==> src/rtl/ram_bist_if.sv <==
// RAM-side bus of the BIST controller: one write port and one read port.
// The controller drives the master modport, the RAM model the slave modport.
interface ram_bist_if #(
  parameter int DATA_WIDTH = 8,
  parameter int ADDR_WIDTH = 9
);
  logic                  ram_we;
  logic [ADDR_WIDTH-1:0] ram_waddr;
  logic [DATA_WIDTH-1:0] ram_wdata;
  logic                  ram_re;
  logic [ADDR_WIDTH-1:0] ram_raddr;
  logic [DATA_WIDTH-1:0] ram_rdata;

  modport master (
    output ram_we, ram_waddr, ram_wdata, ram_re, ram_raddr,
    input  ram_rdata
  );

  modport slave (
    input  ram_we, ram_waddr, ram_wdata, ram_re, ram_raddr,
    output ram_rdata
  );
endinterface

==> src/rtl/ram_bist_ctrl.sv <==
// Two-phase RAM BIST: writes address-derived patterns, reads them back, and compares
// each read against its own expected value after the RAM read latency.
module ram_bist_ctrl #(
  parameter int    DATA_WIDTH = 8,
  parameter int    ADDR_WIDTH = 9,
  parameter string OUTPUT_REG = "TRUE"
) (
  input  logic                  clk,
  input  logic                  rst_n,
  input  logic                  start,
  ram_bist_if.master            ram,
  output logic                  busy,
  output logic                  done,
  output logic                  pass,
  output logic [15:0]           err_count,
  output logic [ADDR_WIDTH-1:0] fail_addr
);
  localparam int                    LAT        = (OUTPUT_REG == "TRUE") ? 2 : 1;
  localparam logic                  DRAIN_LAST = 1'(LAT - 1);
  localparam logic [ADDR_WIDTH-1:0] LAST_ADDR  = {ADDR_WIDTH{1'b1}};

  typedef enum logic [2:0] {
    IDLE   = 3'd0,
    WRITE  = 3'd1,
    READ   = 3'd2,
    DRAIN  = 3'd3,
    FINISH = 3'd4
  } state_t;

  state_t                state_r, state_s;
  logic [ADDR_WIDTH-1:0] addr_r, addr_s;
  logic                  ph_r, ph_s;
  logic                  drain_cnt_r, drain_cnt_s;

  logic                  we_r, re_r;
  logic [ADDR_WIDTH-1:0] waddr_r, raddr_r;
  logic [DATA_WIDTH-1:0] wdata_r;

  logic [1:0]            vld_r;
  logic [DATA_WIDTH-1:0] exp_r [2];
  logic [ADDR_WIDTH-1:0] adr_r [2];
  logic                  mismatch_s;

  function automatic logic [DATA_WIDTH-1:0] expected(input logic [ADDR_WIDTH-1:0] a, input logic p);
    return DATA_WIDTH'(a) ^ {DATA_WIDTH{p}};
  endfunction

  // State, address and phase register
  always_ff @(posedge clk or negedge rst_n) begin
    if (!rst_n) begin
      state_r     <= IDLE;
      addr_r      <= '0;
      ph_r        <= 1'b0;
      drain_cnt_r <= 1'b0;
    end else begin
      state_r     <= state_s;
      addr_r      <= addr_s;
      ph_r        <= ph_s;
      drain_cnt_r <= drain_cnt_s;
    end
  end

  // Next-state sequencing through write, read and drain of both phases
  always_comb begin
    state_s     = state_r;
    addr_s      = addr_r;
    ph_s        = ph_r;
    drain_cnt_s = drain_cnt_r;
    case (state_r)
      IDLE: begin
        if (start) begin
          state_s = WRITE;
          addr_s  = '0;
          ph_s    = 1'b0;
        end else begin
          state_s = IDLE;
        end
      end
      WRITE, READ: begin
        addr_s = addr_r + {{(ADDR_WIDTH-1){1'b0}}, 1'b1};
        if (addr_r == LAST_ADDR) begin
          state_s     = (state_r == WRITE) ? READ : DRAIN;
          drain_cnt_s = 1'b0;
        end else begin
          state_s = state_r;
        end
      end
      DRAIN: begin
        if (drain_cnt_r == DRAIN_LAST) begin
          drain_cnt_s = 1'b0;
          if (!ph_r) begin
            state_s = WRITE;
            ph_s    = 1'b1;
          end else begin
            state_s = FINISH;
          end
        end else begin
          drain_cnt_s = drain_cnt_r + 1'b1;
        end
      end
      FINISH:  state_s = IDLE;
      default: state_s = IDLE;
    endcase
  end

  // RAM port and status outputs, registered from the next state
  always_ff @(posedge clk or negedge rst_n) begin
    if (!rst_n) begin
      we_r    <= 1'b0;
      re_r    <= 1'b0;
      waddr_r <= '0;
      raddr_r <= '0;
      wdata_r <= '0;
      busy    <= 1'b0;
      done    <= 1'b0;
    end else begin
      we_r    <= (state_s == WRITE);
      re_r    <= (state_s == READ);
      waddr_r <= (state_s == WRITE) ? addr_s : '0;
      raddr_r <= (state_s == READ) ? addr_s : '0;
      wdata_r <= (state_s == WRITE) ? expected(addr_s, ph_s) : '0;
      busy    <= (state_s != IDLE);
      done    <= (state_s == FINISH);
    end
  end

  assign ram.ram_we    = we_r;
  assign ram.ram_re    = re_r;
  assign ram.ram_waddr = waddr_r;
  assign ram.ram_raddr = raddr_r;
  assign ram.ram_wdata = wdata_r;

  // Expected data travels alongside the RAM read pipeline
  always_ff @(posedge clk or negedge rst_n) begin
    if (!rst_n) begin
      vld_r <= 2'b00;
      exp_r <= '{default: '0};
      adr_r <= '{default: '0};
    end else begin
      vld_r    <= {vld_r[0], re_r};
      exp_r[0] <= expected(raddr_r, ph_r);
      exp_r[1] <= exp_r[0];
      adr_r[0] <= raddr_r;
      adr_r[1] <= adr_r[0];
    end
  end

  assign mismatch_s = vld_r[LAT-1] && (ram.ram_rdata != exp_r[LAT-1]);

  // Error statistics; pass is latched as the FSM leaves FINISH
  always_ff @(posedge clk or negedge rst_n) begin
    if (!rst_n) begin
      err_count <= 16'd0;
      fail_addr <= '0;
      pass      <= 1'b0;
    end else if (state_r == IDLE && start) begin
      err_count <= 16'd0;
      fail_addr <= '0;
      pass      <= 1'b0;
    end else begin
      if (mismatch_s) begin
        if (err_count != 16'hFFFF) err_count <= err_count + 16'd1;
        if (err_count == 16'd0)    fail_addr <= adr_r[LAT-1];
      end
      if (state_r == FINISH) pass <= (err_count == 16'd0);
    end
  end
endmodule
==> src/flat_wrapper.sv <==
// flat-port wrapper written by rule: the top's interface ports become plain ports
module ram_bist_ctrl_flat 
#(
  parameter int    DATA_WIDTH = 8,
  parameter int    ADDR_WIDTH = 9,
  parameter string OUTPUT_REG = "    "
)
  (clk, rst_n, start, busy, done, pass, err_count, fail_addr, ram_ram_we, ram_ram_waddr, ram_ram_wdata, ram_ram_re, ram_ram_raddr, ram_ram_rdata);
  ram_bist_if #(.DATA_WIDTH(DATA_WIDTH), .ADDR_WIDTH(ADDR_WIDTH)) ram_i ();
  input  logic clk;
  input  logic rst_n;
  input  logic start;
  output logic busy;
  output logic done;
  output logic pass;
  output logic [15:0] err_count;
  output logic [ADDR_WIDTH-1:0] fail_addr;
  output wire logic [$bits(ram_i.ram_we)-1:0] ram_ram_we;
  output wire logic [$bits(ram_i.ram_waddr)-1:0] ram_ram_waddr;
  output wire logic [$bits(ram_i.ram_wdata)-1:0] ram_ram_wdata;
  output wire logic [$bits(ram_i.ram_re)-1:0] ram_ram_re;
  output wire logic [$bits(ram_i.ram_raddr)-1:0] ram_ram_raddr;
  input wire logic [$bits(ram_i.ram_rdata)-1:0] ram_ram_rdata;
  assign ram_ram_we = ram_i.ram_we;
  assign ram_ram_waddr = ram_i.ram_waddr;
  assign ram_ram_wdata = ram_i.ram_wdata;
  assign ram_ram_re = ram_i.ram_re;
  assign ram_ram_raddr = ram_i.ram_raddr;
  assign ram_i.ram_rdata = ram_ram_rdata;
  ram_bist_ctrl #(.DATA_WIDTH(DATA_WIDTH), .ADDR_WIDTH(ADDR_WIDTH), .OUTPUT_REG(OUTPUT_REG)) u_core (.clk(clk), .rst_n(rst_n), .start(start), .ram(ram_i), .busy(busy), .done(done), .pass(pass), .err_count(err_count), .fail_addr(fail_addr));
endmodule
==> config.mk <==
export PLATFORM = sky130hd
export DESIGN_NAME = ram_bist_ctrl_flat
export DESIGN_NICKNAME = d
export VERILOG_FILES = /design/src/rtl/ram_bist_if.sv /design/src/rtl/ram_bist_ctrl.sv /design/src/flat_wrapper.sv
export SDC_FILE = /design/constraint.sdc
export NUM_CORES = 1
export LEC_CHECK = 0
export CORE_ASPECT_RATIO = 0.7
export CORE_MARGIN = 10
export CORE_UTILIZATION = 30
export CTS_CLUSTER_SIZE = 20
export DETAILED_ROUTE_END_ITERATION = 10
export PLACE_DENSITY = 0.57
export SLEW_MARGIN = 15
export SYNTH_ARGS = -nofsm -noshare
export SYNTH_HDL_FRONTEND = slang
export SYNTH_SLANG_ARGS = --single-unit
==> constraint.sdc <==
create_clock -name clk -period 5 [get_ports clk]
set_clock_uncertainty 0.15 [all_clocks]
set_input_delay 0.5 -clock clk [delete_from_list [all_inputs] [get_ports clk]]
set_output_delay 0.5 -clock clk [all_outputs]
set_load 0.1 [all_outputs]
==> metrics.txt, run 1 <==
# TYPE chip_impl_metric gauge
chip_impl_metric{name="post_route_cells_drive_above_1_share",unit=""} 0.0702
chip_impl_metric{name="power_leakage",unit="µW"} 0.00217
chip_impl_metric{name="post_synth.cell_area_avg",unit="µm²"} 10.8
chip_impl_metric{name="area_delta_synth_final",unit="%"} 30.8
chip_impl_metric{name="drt_drc_violations_left",unit=""} 0
chip_impl_info{name="grt_setup_unrepaired",value="false"} 1
chip_impl_metric{name="crit_arrival",unit="ns"} 2.78
chip_impl_info{name="critical_path_class",value="flop to flop"} 1
chip_impl_info{name="synth_largest_area_cell",value="sky130_fd_sc_hd__dfrtp_1"} 1
chip_impl_metric{name="cts.repair_timing.setup_buffer_count",unit=""} 0
chip_impl_metric{name="antenna_left",unit=""} 0
chip_impl_metric{name="max-cap-violations",unit=""} 0
chip_impl_metric{name="gr-usage-met2",unit=""} 0.150
chip_impl_metric{name="fillerInstances",unit=""} 1187
chip_impl_metric{name="synthDistinctLibCells",unit=""} 48
chip_impl_metric{name="postSynthNetCount",unit=""} 362
chip_impl_metric{name="synth_seq_cells",unit=""} 87
chip_impl_metric{name="synth_top_area_share",unit=""} 0.582
chip_impl_info{name="cp-end-kind",value="flop"} 1
chip_impl_metric{name="dieArea",unit="µm²"} 17400
chip_impl_metric{name="diodes",unit=""} 0
chip_impl_metric{name="wirelength",unit="µm"} 9100
chip_impl_metric{name="final-hold-violation-count",unit=""} 0
chip_impl_metric{name="fin_area",unit="µm²"} 4890
chip_impl_metric{name="vias_per_cell",unit=""} 4.72
chip_impl_metric{name="port_buffer_count",unit=""} 66
chip_impl_info{name="critical-path-top-delay-family",value="compound AO/OA/AOI/OAI gates"} 1
chip_impl_info{name="worst_setup_path_startpoint",value="u_core.addr_r[0]$_DFF_PN0_"} 1
chip_impl_info{name="crit_chain",value="ha_1, nand3_1, nor2_1, ha_1, nor2_1, a21oi_1, a2111o_1, or2_1, mux2i_1"} 1
chip_impl_info{name="layout.cells.most_common_list",value="sky130_fd_sc_hd__dfrtp_1, sky130_fd_sc_hd__clkdlybuf4s50_1, sky130_fd_sc_hd__nor2_1"} 1
chip_impl_metric{name="ys.warnings.count",unit=""} 0
chip_impl_metric{name="setup_viol_count_final",unit=""} 0
chip_impl_metric{name="final.min_clock_period",unit="ns"} 2.68
chip_impl_metric{name="timing.slew.headroom",unit=""} 0.281
chip_impl_info{name="worst_path_max_delay_cell",value="sky130_fd_sc_hd__a2111o_1"} 1
chip_impl_info{name="synth_flop_cell",value="sky130_fd_sc_hd__dfrtp_1"} 1
chip_impl_info{name="grt-busiest-layer",value="met2"} 1
chip_impl_metric{name="drt-wirelength-per-cell",unit="µm"} 15.8
chip_impl_metric{name="worstPathBufferInverterCount",unit=""} 0
chip_impl_metric{name="postCtsResizedCells",unit=""} 0
chip_impl_info{name="setup.worst_path.start_class",value="flop"} 1
chip_impl_metric{name="final-max-slew-violation-count",unit=""} 0
chip_impl_metric{name="post-dp-hpwl",unit="µm"} 6420
chip_impl_metric{name="grt_use_total",unit=""} 0.106
chip_impl_metric{name="starting_density",unit=""} 0.304
chip_impl_metric{name="netlist_area_before_placement",unit="µm²"} 3740
chip_impl_metric{name="ys_seq_area_frac",unit=""} 0.582
chip_impl_metric{name="cts_inserted_buffers",unit=""} 9
chip_impl_metric{name="grt_use_met3",unit=""} 0.0481
chip_impl_metric{name="layout.nets",unit=""} 424
chip_impl_metric{name="worstPathRequired",unit="ns"} 5.10
chip_impl_metric{name="post_route_utilization",unit=""} 0.398
chip_impl_metric{name="clock_tree.buffer_depth",unit=""} 2
chip_impl_metric{name="worst-slew-pin-transition",unit="ns"} 1.07
chip_impl_metric{name="worst_skew_pair.late_latency",unit="ns"} 0.34
chip_impl_metric{name="cts_max_level",unit=""} 3
chip_impl_metric{name="first_global_vias",unit=""} 2728
chip_impl_metric{name="pin_count_of_the_biggest_net_entering_global_routing",unit=""} 88
chip_impl_info{name="synth_top_cells_by_area",value="sky130_fd_sc_hd__dfrtp_1, sky130_fd_sc_hd__nor2_1, sky130_fd_sc_hd__xor2_1"} 1
chip_impl_metric{name="post_cts_hold_buffer_count",unit=""} 0
chip_impl_metric{name="worst_path_largest_cell_delay",unit="ns"} 0.68
chip_impl_metric{name="global_route.usage.met1",unit=""} 0.148
chip_impl_metric{name="synthArstFlopShare",unit=""} 1.00
chip_impl_metric{name="maxClockFrequency",unit="MHz"} 373
chip_impl_metric{name="global_route_wire_length_before_repair",unit="µm"} 15000
chip_impl_info{name="worstReg2RegStart",value="u_core.addr_r[0]$_DFF_PN0_"} 1
chip_impl_metric{name="detailroute.via_count",unit=""} 2713
chip_impl_metric{name="synth_enable_flop_cells",unit=""} 0
chip_impl_metric{name="antenna_found_initial",unit=""} 0
chip_impl_metric{name="vdd.ir_drop.worst",unit="mV"} 0.468
chip_impl_metric{name="setup_total_negative_slack",unit="ns"} 0
chip_impl_metric{name="synthesis.instances",unit=""} 347
chip_impl_metric{name="core.rowCount",unit=""} 34
chip_impl_info{name="outcome",value="completed"} 1
chip_impl_metric{name="post-place-ws",unit="ns"} 2.02
chip_impl_metric{name="finalWeightedCongestion",unit=""} 0.837
chip_impl_info{name="cts_root_buf",value="sky130_fd_sc_hd__clkbuf_16"} 1
chip_impl_metric{name="global_route.overflow_total",unit=""} 0
chip_impl_metric{name="cts_num_sinks",unit=""} 87
chip_impl_metric{name="i_o_pin_total",unit=""} 67
chip_impl_metric{name="crit_path_max_fanout",unit=""} 17
chip_impl_metric{name="setup_slack",unit="ns"} 2.32
chip_impl_metric{name="pwr_density_cell",unit="nW/µm²"} 451
chip_impl_metric{name="fp.coreArea",unit="µm²"} 12300
chip_impl_info{name="tritoncts_clock_tree",value="yes"} 1
chip_impl_metric{name="floorplan.die.width",unit="µm"} 153
chip_impl_metric{name="fp.dieH",unit="µm"} 113
chip_impl_metric{name="final_min_period_over_clock_period",unit=""} 0.536
chip_impl_info{name="layout.cells.most_common",value="sky130_fd_sc_hd__dfrtp_1"} 1
chip_impl_info{name="worst_hold_check_path_type",value="primary input to asynchronous set/reset pin"} 1
chip_impl_metric{name="dpl_cell_area",unit="µm²"} 4540
chip_impl_metric{name="clock_pin_slew_on_the_worst_setup_and_hold_paths",unit="ns"} 0.06
chip_impl_metric{name="drt_iter0_markers",unit=""} 153
chip_impl_metric{name="dr.pass1.iters",unit=""} 4
[flip-flops by register name (all words and copies together) (netlist names), 3 cells and up]
name                  cells
u_core.ram.ram_wdata      8
u_core.ram.ram_waddr      9
u_core.addr_r             9
u_core.err_count         16
u_core.exp_r              8
u_core.state_r            3
u_core.fail_addr          9
u_core.ram.ram_raddr      9
u_core.adr_r              9
[metrics by stage]
step	power [µW]	hold WS [ns]	std cells
3_5_place_dp	1460	0.258	560
6_report	2210	0.0596	575
5_1_grt	2310	0.119	575
4_1_cts	2240	0.271	575
3_3_place_gp	1450	0.255	560
2_1_floorplan	1290	0.0544	347
[synth_stat cells, drive strengths merged (5+ instances only)]
library cell  instances
o31ai                 7
inv                  17
nor4                  9
xor2                 12
or3                   5
xnor2                11
a21oi                15
nand4                 8
nand2                26
buf                   7
clkbuf               10
or4                   7
dfrtp                87
or2                   5
nor2                 35
mux2i                 7
nand3                18
o21ai                18
[layer usage]
metal	wire length [µm]	part of all wire
met1	4520	0.50
met2	3900	0.43
met3	646	0.071
met4	30	0.0033
met5	0	0
[logic make-up (layout without fill, tap and decap cells)]
family                   count (synthesis)  in the layout  synth area share
XOR/XNOR                                23             23            0.0559
AO/OA/AOI/OAI                           53             53            0.0883
multiplexers                             9              9            0.0248
AND/OR/NAND/NOR                        137            137             0.197
adder cells (fa/ha/maj)                  4              4            0.0134
buffers and inverters                   34            100            0.0381
flip-flops                              87             87             0.582
[path summary, 6_finish.rpt]
check / end / slack (ns) / depth (start not counted)
hold / removal: u_core.ram.ram_waddr[8]$_DFF_PN0_ / 0.06 / 1
hold reg to reg: u_core.vld_r[0]$_DFF_PN0_ / 0.26 / 0
setup reg to reg: u_core.ram.ram_wdata[3]$_DFF_PN0_ / 2.32 / 9
setup / recovery: u_core.ram.ram_wdata[3]$_DFF_PN0_ / 2.32 / 9
max in group asynchronous: u_core.err_count[12]$_DFFE_PN0P_ / 4.07 / 1
min in group clk: u_core.vld_r[0]$_DFF_PN0_ / 0.26 / 0
[power breakdown]
group | switching, µW | internal, µW
Combinational | 474 | 145
Clock | 266 | 500
Sequential | 48.2 | 775
Total | 789 | 1420
[area by class of cell]
cell class	count	area (µm²)	share of cell area
Clock buffer	10	239	0.0488
Multi-Input combinational cell	226	1430	0.292
Sequential cell	87	2180	0.445
Timing Repair Buffer	68	677	0.138
Tap cell	162	203	0.0414
Inverter	17	63.8	0.0130
Clock inverter	5	106	0.0217
Power figures use the tool's default switching activity.
==> run 2: changes to the inputs <==
==> constraint.sdc (replaced) <==
create_clock -name clk -period 2.72 [get_ports clk]
set_clock_uncertainty 0.15 [all_clocks]
set_input_delay 0.272 -clock clk [delete_from_list [all_inputs] [get_ports clk]]
set_output_delay 0.272 -clock clk [all_outputs]
set_load 0.1 [all_outputs]
==> run 2 against run 1 <==
  * Sequential power rose by 85%
  * Critical path depth did not move
  * Die area did not move
  * Maximum frequency rose by 7.7%
  * Non-clock buffer count rose by 7
  * Clock power rose by 95%
  * Critical path type unchanged
  * Critical endpoint is now u_core.ram.ram_wdata[5]$_DFF_PN0_
  * Largest power group unchanged
==> metrics.txt, run 2 (same netlist as run 1, synthesis figures left out) <==
# TYPE chip_impl_metric gauge
chip_impl_metric{name="grt_use_total",unit=""} 0.110
chip_impl_metric{name="pwr_density_cell",unit="nW/µm²"} 852
chip_impl_metric{name="layout.nets",unit=""} 431
chip_impl_metric{name="final.min_clock_period",unit="ns"} 2.49
chip_impl_info{name="largest-register",value="u_core.err_count"} 1
chip_impl_metric{name="wirelength",unit="µm"} 9370
chip_impl_metric{name="dieArea",unit="µm²"} 17400
chip_impl_metric{name="worst-slew-pin-transition",unit="ns"} 0.941
chip_impl_metric{name="cts_num_sinks",unit=""} 87
chip_impl_metric{name="fin_area",unit="µm²"} 4830
chip_impl_metric{name="i_o_pin_total",unit=""} 67
chip_impl_info{name="worst_hold_check_path_type",value="flop to flop"} 1
chip_impl_metric{name="antenna_found_initial",unit=""} 0
chip_impl_metric{name="max-cap-violations",unit=""} 0
chip_impl_metric{name="clock_pin_slew_on_the_worst_setup_and_hold_paths",unit="ns"} 0.06
chip_impl_metric{name="worst_skew_pair.late_latency",unit="ns"} 0.34
chip_impl_info{name="outcome",value="completed"} 1
chip_impl_metric{name="core.rowCount",unit=""} 34
chip_impl_info{name="cts_root_buf",value="sky130_fd_sc_hd__clkbuf_16"} 1
chip_impl_metric{name="port_buffer_count",unit=""} 66
chip_impl_metric{name="cts_inserted_buffers",unit=""} 9
chip_impl_info{name="layout.cells.most_common_list",value="sky130_fd_sc_hd__dfrtp_1, sky130_fd_sc_hd__buf_4, sky130_fd_sc_hd__nor2_1"} 1
chip_impl_metric{name="dr.pass1.iters",unit=""} 4
chip_impl_info{name="cp-end-kind",value="flop"} 1
chip_impl_metric{name="final_min_period_over_clock_period",unit=""} 0.915
chip_impl_metric{name="diodes",unit=""} 0
chip_impl_metric{name="timing.slew.headroom",unit=""} 0.368
chip_impl_metric{name="cts_max_level",unit=""} 3
chip_impl_info{name="crit_chain",value="ha_1, nand3_1, nor2_1, ha_1, nor2_1, a21oi_1, a2111o_1, or2_1, mux2i_1"} 1
chip_impl_metric{name="finalWeightedCongestion",unit=""} 0.852
chip_impl_info{name="worst_path_max_delay_cell",value="sky130_fd_sc_hd__a2111o_1"} 1
chip_impl_metric{name="first_global_vias",unit=""} 2777
chip_impl_metric{name="largest_reg_flops",unit=""} 16
chip_impl_metric{name="drt-wirelength-per-cell",unit="µm"} 16.1
chip_impl_metric{name="global_route.overflow_total",unit=""} 0
chip_impl_metric{name="fp.coreArea",unit="µm²"} 12300
chip_impl_metric{name="clock_tree.buffer_depth",unit=""} 2
chip_impl_info{name="grt_setup_unrepaired",value="false"} 1
chip_impl_metric{name="drt_iter0_markers",unit=""} 215
chip_impl_metric{name="area_delta_synth_final",unit="%"} 29.2
chip_impl_metric{name="antenna_left",unit=""} 0
chip_impl_metric{name="floorplan.die.width",unit="µm"} 153
chip_impl_metric{name="postCtsResizedCells",unit=""} 0
chip_impl_metric{name="maxClockFrequency",unit="MHz"} 402
chip_impl_metric{name="gr-usage-met2",unit=""} 0.160
chip_impl_info{name="layout.cells.most_common",value="sky130_fd_sc_hd__dfrtp_1"} 1
chip_impl_metric{name="power_leakage",unit="µW"} 0.00231
chip_impl_info{name="tritoncts_clock_tree",value="yes"} 1
chip_impl_metric{name="pin_count_of_the_biggest_net_entering_global_routing",unit=""} 48
chip_impl_metric{name="detailroute.via_count",unit=""} 2723
chip_impl_metric{name="post_route_cells_drive_above_1_share",unit=""} 0.216
chip_impl_metric{name="final-hold-violation-count",unit=""} 0
chip_impl_metric{name="post-place-ws",unit="ns"} 0.259
chip_impl_metric{name="worstPathRequired",unit="ns"} 2.82
chip_impl_info{name="critical_path_class",value="flop to flop"} 1
chip_impl_metric{name="global_route_wire_length_before_repair",unit="µm"} 15200
chip_impl_metric{name="drt_drc_violations_left",unit=""} 0
chip_impl_metric{name="setup_viol_count_final",unit=""} 0
chip_impl_metric{name="setup_slack",unit="ns"} 0.231
chip_impl_metric{name="worst_path_largest_cell_delay",unit="ns"} 0.48
chip_impl_metric{name="post-dp-hpwl",unit="µm"} 6640
chip_impl_metric{name="setup_total_negative_slack",unit="ns"} 0
chip_impl_metric{name="global_route.usage.met1",unit=""} 0.147
chip_impl_metric{name="crit_path_max_fanout",unit=""} 5
chip_impl_metric{name="final-max-slew-violation-count",unit=""} 0
chip_impl_metric{name="crit_arrival",unit="ns"} 2.59
chip_impl_metric{name="fp.dieH",unit="µm"} 113
chip_impl_info{name="setup.worst_path.start_class",value="flop"} 1
chip_impl_info{name="grt-busiest-layer",value="met2"} 1
chip_impl_metric{name="dpl_cell_area",unit="µm²"} 4460
chip_impl_metric{name="starting_density",unit=""} 0.304
chip_impl_metric{name="grt_use_met3",unit=""} 0.0481
chip_impl_metric{name="fillerInstances",unit=""} 1218
chip_impl_metric{name="vdd.ir_drop.worst",unit="mV"} 0.682
chip_impl_metric{name="vias_per_cell",unit=""} 4.67
## run 2: cell count changes in the layout (fill, tap and decap cells not counted)
cell	delta
sky130_fd_sc_hd__clkbuf_1	+1
sky130_fd_sc_hd__clkinv_2	+1
sky130_fd_sc_hd__buf_12	+1
sky130_fd_sc_hd__buf_4	+62
sky130_fd_sc_hd__dlygate4sd3_1	+1
sky130_fd_sc_hd__clkbuf_8	-1
sky130_fd_sc_hd__clkinv_4	-1
sky130_fd_sc_hd__clkdlybuf4s50_1	-56
sky130_fd_sc_hd__bufinv_16	+1
sky130_fd_sc_hd__buf_6	-1
## run 2: through the flow
stage / hold WS [ns] / util / total power (µW) / cells
3_3_place_gp: 0.183 / 0.363 / 2650 / 566
5_1_grt: 0.284 / 0.393 / 4300 / 583
3_5_place_dp: 0.191 / 0.363 / 2650 / 566
4_1_cts: 0.278 / 0.393 / 4170 / 583
6_report: 0.262 / 0.393 / 4120 / 583
2_1_floorplan: -0.174 / - / 2370 / 347
## run 2: final timing paths
check,from,endpoint,slack (ns),cells after the start
max,u_core.addr_r[0]$_DFF_PN0_,u_core.ram.ram_wdata[5]$_DFF_PN0_,0.23,9
min,u_core.ram.ram_raddr[8]$_DFF_PN0_,u_core.adr_r[17]$_DFF_PN0_,0.26,0
max reg2reg,u_core.addr_r[0]$_DFF_PN0_,u_core.ram.ram_wdata[5]$_DFF_PN0_,0.23,9
min reg2reg,u_core.ram.ram_raddr[8]$_DFF_PN0_,u_core.adr_r[17]$_DFF_PN0_,0.26,0
max in group asynchronous,rst_n,u_core.err_count[2]$_DFFE_PN0P_,1.44,3
min in group asynchronous,rst_n,u_core.done$_DFF_PN0_,0.33,2
## run 2: layout make-up
type / instances / area [µm²] / area share
tap: 162 / 203 / 0.0419
clock buffer: 10 / 229 / 0.0474
multi-input combinational: 226 / 1430 / 0.295
timing repair buffer: 75 / 601 / 0.124
sequential: 87 / 2180 / 0.451
clock inverter: 6 / 133 / 0.0274
inverter: 17 / 63.8 / 0.0132
## run 2: routing by layer
layer / wire [µm] / up-vias / part of all wire
met5: 0 / - / 0
met1: 4650 / 1306 / 0.50
met2: 4040 / 64 / 0.43
li1: - / 1343 / -
met4: 77 / 0 / 0.0082
met3: 606 / 10 / 0.065
## run 2: power by group
part | internal [µW] | leakage [µW] | total, µW | switching, µW
registers | 1420 | 0.00116 | 1520 | 91.9
logic | 239 | 0.000978 | 1110 | 872
clock network | 989 | 0.000173 | 1490 | 503
## run 2: worst max-delay path: cells and delay by family, from the launching register on
family                   cells  cell delay, ns
AND/OR/NAND/NOR              4            0.62
AO/OA/AOI/OAI                2            0.57
adder cells (fa/ha/maj)      2            0.49
flip-flops                   1            0.41
multiplexers                 1            0.17
## run 2: timing repair
action,in CTS,in global routing
buffers inserted,0,0
endpoints found under the hold margin,46,0
endpoints found under the setup margin,0,0
hold buffers,1,0
